## src/rtl/wishbone_sram_slave.sv

```systemverilog
// rtl/wishbone_sram_slave.sv - Wishbone classic slave for one asynchronous 32-bit SRAM bank
//
// Purpose: single-word Wishbone classic responder that turns each accepted
// read or write cycle into a timed SRAM access and returns a one-cycle ack.
// One transaction is in flight at a time; every output is registered.
// Ports:
//   clk, rst                      clock, synchronous active-high reset
//   wb_cyc_i, wb_stb_i, wb_we_i   Wishbone request qualifiers
//   wb_adr_i, wb_sel_i, wb_dat_i  byte address, byte-lane selects, write data
//   wb_dat_o, wb_ack_o            read data and completion pulse
//   sram_addr_o                   SRAM word address (wb_adr_i[ADDR_W+1:2])
//   sram_dq_i, sram_dq_o          split SRAM data bus
//   sram_dq_oe                    1 = pad drives sram_dq_o
//   sram_ce_n, sram_oe_n          chip / output enable, active-low
//   sram_we_n, sram_be_n          write enable / byte enables, active-low
module wishbone_sram_slave #(
  parameter int ADDR_W  = 20,
  parameter int RD_WAIT = 2,
  parameter int WR_WAIT = 2
) (
  input  logic              clk,
  input  logic              rst,
  input  logic              wb_cyc_i,
  input  logic              wb_stb_i,
  input  logic              wb_we_i,
  input  logic [31:0]       wb_adr_i,
  input  logic [3:0]        wb_sel_i,
  input  logic [31:0]       wb_dat_i,
  output logic [31:0]       wb_dat_o,
  output logic              wb_ack_o,
  output logic [ADDR_W-1:0] sram_addr_o,
  input  logic [31:0]       sram_dq_i,
  output logic [31:0]       sram_dq_o,
  output logic              sram_dq_oe,
  output logic              sram_ce_n,
  output logic              sram_oe_n,
  output logic              sram_we_n,
  output logic [3:0]        sram_be_n
);

  typedef enum logic [2:0] {
    IDLE  = 3'd0,
    RD    = 3'd1,
    WR_SU = 3'd2,
    WR_PW = 3'd3,
    WR_HD = 3'd4,
    ACK   = 3'd5
  } state_e;

  // The wait counter only runs inside RD and WR_PW and counts 0..WAIT-1.
  localparam int WAIT_MAX = (RD_WAIT > WR_WAIT) ? RD_WAIT : WR_WAIT;
  localparam int CNT_W    = (WAIT_MAX > 1) ? $clog2(WAIT_MAX) : 1;
  localparam logic [CNT_W-1:0] RD_LAST = CNT_W'(RD_WAIT - 1);
  localparam logic [CNT_W-1:0] WR_LAST = CNT_W'(WR_WAIT - 1);

  state_e             state_q, state_d;
  logic [CNT_W-1:0]   cnt_q, cnt_d;
  logic [3:0]         sel_q, sel_d;
  logic               ack_q, ack_d;
  logic [31:0]        dat_q, dat_d;
  logic [ADDR_W-1:0]  addr_q, addr_d;
  logic [31:0]        dq_q, dq_d;
  logic               dq_oe_q, dq_oe_d;
  logic               ce_n_q, ce_n_d;
  logic               oe_n_q, oe_n_d;
  logic               we_n_q, we_n_d;
  logic [3:0]         be_n_q, be_n_d;

  logic               req;
  logic               accept;
  logic               unused_adr;

  assign req        = wb_cyc_i & wb_stb_i;
  assign accept     = (state_q == IDLE) & req;
  assign unused_adr = ^{wb_adr_i[31:ADDR_W+2], wb_adr_i[1:0]};

  // State and output registers.
  always_ff @(posedge clk) begin
    if (rst) begin
      state_q <= IDLE;
      cnt_q   <= '0;
      sel_q   <= '0;
      ack_q   <= 1'b0;
      dat_q   <= '0;
      addr_q  <= '0;
      dq_q    <= '0;
      dq_oe_q <= 1'b0;
      ce_n_q  <= 1'b1;
      oe_n_q  <= 1'b1;
      we_n_q  <= 1'b1;
      be_n_q  <= 4'hF;
    end else begin
      state_q <= state_d;
      cnt_q   <= cnt_d;
      sel_q   <= sel_d;
      ack_q   <= ack_d;
      dat_q   <= dat_d;
      addr_q  <= addr_d;
      dq_q    <= dq_d;
      dq_oe_q <= dq_oe_d;
      ce_n_q  <= ce_n_d;
      oe_n_q  <= oe_n_d;
      we_n_q  <= we_n_d;
      be_n_q  <= be_n_d;
    end
  end

  // Next-state logic. ACK always returns to IDLE so a request still held
  // high is only re-sampled after at least one IDLE cycle.
  always_comb begin
    state_d = state_q;
    case (state_q)
      IDLE: begin
        if (req) begin
          if (!wb_we_i)              state_d = RD;
          else if (wb_sel_i != 4'h0) state_d = WR_SU;
          else                       state_d = ACK;
        end
      end
      RD:      if (cnt_q == RD_LAST) state_d = ACK;
      WR_SU:   state_d = WR_PW;
      WR_PW:   if (cnt_q == WR_LAST) state_d = WR_HD;
      WR_HD:   state_d = ACK;
      ACK:     state_d = IDLE;
      default: state_d = IDLE;
    endcase
  end

  // Output logic. Registered outputs are decoded from the next state so the
  // strobes line up with the state they belong to.
  always_comb begin
    cnt_d   = '0;
    sel_d   = accept ? wb_sel_i : sel_q;
    addr_d  = accept ? wb_adr_i[ADDR_W+1:2] : addr_q;
    dq_d    = accept ? wb_dat_i : dq_q;
    dat_d   = dat_q;
    ack_d   = 1'b0;
    dq_oe_d = 1'b0;
    ce_n_d  = 1'b1;
    oe_n_d  = 1'b1;
    we_n_d  = 1'b1;
    be_n_d  = 4'hF;

    if ((state_q == RD || state_q == WR_PW) && state_d == state_q)
      cnt_d = cnt_q + 1'b1;

    // Read data is captured on the edge that leaves the last RD cycle.
    if (state_q == RD && state_d == ACK)
      dat_d = sram_dq_i;

    // A master that dropped wb_cyc_i has abandoned the cycle: no ack.
    if (state_d == ACK)
      ack_d = wb_cyc_i;

    case (state_d)
      RD: begin
        ce_n_d = 1'b0;
        oe_n_d = 1'b0;
        be_n_d = 4'h0;
      end
      WR_SU, WR_HD: begin
        ce_n_d  = 1'b0;
        dq_oe_d = 1'b1;
        be_n_d  = ~sel_d;
      end
      WR_PW: begin
        ce_n_d  = 1'b0;
        dq_oe_d = 1'b1;
        we_n_d  = 1'b0;
        be_n_d  = ~sel_d;
      end
      default: ;
    endcase
  end

  assign wb_ack_o    = ack_q;
  assign wb_dat_o    = dat_q;
  assign sram_addr_o = addr_q;
  assign sram_dq_o   = dq_q;
  assign sram_dq_oe  = dq_oe_q;
  assign sram_ce_n   = ce_n_q;
  assign sram_oe_n   = oe_n_q;
  assign sram_we_n   = we_n_q;
  assign sram_be_n   = be_n_q;

endmodule
```

## config.mk

```make
export PLATFORM = sky130hd
export DESIGN_NAME = wishbone_sram_slave
export DESIGN_NICKNAME = d
export VERILOG_FILES = /design/src/rtl/wishbone_sram_slave.sv
export SDC_FILE = /design/constraint.sdc
export NUM_CORES = 1
export LEC_CHECK = 0
export CORE_MARGIN = 1
export CORE_UTILIZATION = 38
export CTS_CLUSTER_SIZE = 8
export DETAILED_ROUTE_END_ITERATION = 10
export MAX_ROUTING_LAYER = met4
export PLACE_DENSITY = 0.8
export RECOVER_POWER = 100
export REMOVE_ABC_BUFFERS = 1
export SYNTH_ARGS = -nofsm -noshare
export SYNTH_HDL_FRONTEND = slang
export SYNTH_SLANG_ARGS = --single-unit
```

## constraint.sdc

```tcl
create_clock -name clk -period 2.3 [get_ports clk]
set_clock_uncertainty 0.2 [all_clocks]
set_input_delay 0.345 -clock clk [delete_from_list [all_inputs] [get_ports clk]]
set_output_delay 0.345 -clock clk [all_outputs]
set_load 0.05 [all_outputs]
```

==> results.txt, run 1 <==
status -> finished, final reports clean
Boundary Pins -> 198
worst stage delay on the critical path -> 0.90 ns
Worst VDD drop -> 0.369 mV
first-pass GRT wire length -> 16.0 mm
Setup violations, final -> 0
vias per cell -> 4.85
Worst-path clk slew -> 0.10 ns
cell total after placement -> 705
most frequent cells in the layout -> 171 x nand2_1, 101 x dfxtp_1, 94 x dlygate4sd3_1
Die W -> 98.9 µm
Setup crit end kind -> primary output
Crit path arrival time -> 1.59 ns
max frequency -> 468 MHz
startpoint types -> register
power per cell area -> 656 mW/mm²
MaxCap Viol Count -> 0
CTS Hold Bufs -> 0
main combinational cell family by area after synthesis -> simple AND/OR/NAND/NOR gates
per-cell routed wire length -> 13.5 µm
YS warnings -> 0
Seq/Total Area, Yosys -> 56.7%
syn_area_per_cell -> 8.19 µm²
Overflow after GRT -> 0
post-layout minimum cycle time -> 2.14 ns
IO buf count -> 185
Slowest cell on crit path -> dlygate4sd3_1
Worst Tran Pin Value -> 0.626 ns
P_leak -> 2.27 nW
top cell family by delay on the critical path -> buffers and inverters
Clock Tree Buf Depth -> 2
CP cell instances -> dlygate4sd3_1
RSZ-0062 raised after global routing -> no
# resized after CTS -> 0
Final Hold Viols -> 0
Worst Path Required -> 1.75 ns
commonest non-fill, non-tap cell in the layout -> nand2_1
Synth Area in XOR/XNOR -> 0%
largest net degree at the start of global routing -> 93
Clk Latency, worst-skew pair -> 0.35 ns
CTS Buf Count -> 9
number of diodes -> 0
Die H -> 98.9 µm
fin nets -> 713
Pins Over Slew Limit -> 0
crit path buf inv count -> 1
Mapped Cells -> 435
Area Overhead vs Synth -> 59.2%
post-synthesis register bit count -> 101
post-CTS setup buffer count -> 0
row count -> 34
initial antenna violation count -> 0
DR vias -> 3497
TNS Setup -> 0 ns
Initial DRC Count -> 92
Num Clock Sinks -> 101
period utilisation layout -> 92.9%
core area -> 0.00889 mm²
layout cells sized above 1 -> 4.73%
post-synthesis simple-gate area fraction -> 23.2%
CTS tree -> built
adder-cell share of the synthesized area -> 0%
HP Class -> input port to register
gr usage total -> 21.1%
Layout Utilization -> 63.8%
compound-cell area share of the yosys netlist -> 14.7%
Starting Density -> 40.1%
critical path fanouts, max -> 2
vias in the first global route -> 3459
final wirelength -> 9.74 mm
Root Driver -> clkbuf_8
WS Path Type -> register to primary output
mux contribution to synthesized area -> 1.26%
Die Area -> 0.00977 mm²
Layout Cells excl Fill -> 721
count of TritonRoute iterations in the first routing pass -> 4
number of remaining DRC errors -> 0
Yosys cell types -> 32
Final GP Congestion -> 0.847
Antenna Violating Nets Remaining -> 0
Syn Std Cell Area -> 0.00356 mm²
fillers -> 765
H-tree Lvls -> 3
Rel. slew slack -> 58.3%
DP HPWL -> 6.99 mm
==> per-stage QoR <==
| stage | total power [mW] | hold slack [ns] | cell area, µm² | setup WS, ns |
|---|---|---|---|---|
| 2_1_floorplan | 2.27 | 0.214 | 3420 | -0.377 |
| 3_3_place_gp | 2.62 | 0.241 | 5490 | 0.205 |
| 3_5_place_dp | 2.63 | 0.246 | 5490 | 0.144 |
| 4_1_cts | 3.79 | 0.145 | 5700 | 0.199 |
| 5_1_grt | 3.90 | 0.157 | 5680 | 0.0855 |
| 6_report | 3.72 | 0.161 | 5680 | 0.163 |
==> sequential cells by signal, indices dropped and copies added, names as in the netlist <==
signal       flops
sel_q            4
wb_ack_o         1
sram_dq_oe       1
state_q          3
wb_dat_o        32
sram_ce_n        1
sram_be_n        4
sram_oe_n        1
cnt_q            1
sram_dq_o       32
sram_we_n        1
sram_addr_o     20
==> final cells by class <==
cell class | count | area, µm² | share of cell area, %
Sequential cell | 101 | 2020 | 35.6
Timing Repair Buffer | 194 | 1910 | 33.7
Multi-Input combinational cell | 301 | 1390 | 24.5
Clock buffer | 12 | 155 | 2.73
Tap cell | 108 | 135 | 2.38
Clock inverter | 4 | 56.3 | 0.992
Inverter | 1 | 3.75 | 0.0661
==> path summary, 6_finish.rpt <==
path | startpoint | endpoint | slack [ns] | cells after the start
max reg2reg | state_q[1]$_SDFF_PP0_ | sram_dq_o[4]$_SDFFE_PP0P_ | 0.31 | 5
min | rst | wb_ack_o$_SDFF_PP0_ | 0.16 | 3
max | sram_dq_o[2]$_SDFFE_PP0P_ | sram_dq_o[2] | 0.16 | 1
min reg2reg | sram_addr_o[14]$_SDFFE_PP0P_ | sram_addr_o[14]$_SDFFE_PP0P_ | 0.25 | 2
==> tightest hold or removal path: cells and delay by family <==
family,cells,cell delay (ns)
AND/OR/NAND/NOR,2,0.21
buffers and inverters,1,0.12
==> cell families (layout without fill, tap and decap cells) <==
| kind of cell | after synthesis | after routing |
|---|---|---|
| AOI/OAI and AO/OA | 96 | 96 |
| buffers and inverters | 33 | 211 |
| DFF | 101 | 101 |
| muxes | 4 | 4 |
| and+or+nand+nor | 201 | 201 |
==> routing by layer <==
layer | track usage, % | up-vias | part of all wire (%)
met5 | - | - | 0
met4 | 7.00 | 0 | 1.5
met3 | 6.81 | 12 | 9.3
met2 | 34.1 | 151 | 46
met1 | 24.7 | 1570 | 43
li1 | - | 1764 | -
==> cells in the mapped netlist <==
cell,n,area share [%]
nor4_1,1,0.18
mux2_2,4,1.3
nor3_2,1,0.28
nor2b_1,5,0.88
a31oi_4,1,0.60
nand3_1,4,0.56
nand2_1,171,18
and3_1,1,0.18
buf_2,11,1.5
a21oi_1,84,12
inv_1,1,0.11
nand4b_1,1,0.25
nor3b_1,3,0.63
nand2b_1,1,0.18
a22o_1,1,0.25
a2111o_1,1,0.32
nor3_1,3,0.42
nor2_1,6,0.63
o21ai_0,2,0.28
o21bai_1,1,0.21
clkbuf_1,14,1.5
buf_1,5,0.53
dfxtp_1,101,57
or2_4,1,0.25
or3_4,1,0.32
a31oi_1,1,0.18
or3_1,1,0.18
buf_6,1,0.32
and3b_1,1,0.25
a22oi_1,1,0.21
buf_4,1,0.21
o211ai_1,4,0.84
==> report_power, final <==
part	internal [mW]	switching, mW	total, mW	leakage (nW)
clock network	0.570	0.599	1.17	0.107
logic	0.287	0.411	0.698	1.34
registers	1.82	0.0358	1.86	0.821
Note: power is estimated with default switching activity, not from simulation.
==> inputs of run 2 (changes only) <==
--- a/config.mk
+++ b/config.mk
@@ -5,7 +5,6 @@
 export SDC_FILE = /design/constraint.sdc
 export NUM_CORES = 1
 export LEC_CHECK = 0
-export CORE_MARGIN = 1
 export CORE_UTILIZATION = 38
 export CTS_CLUSTER_SIZE = 8
 export DETAILED_ROUTE_END_ITERATION = 10
==> results of run 2 <==
Final layout, timing and power as in run 1 (identical DEF).
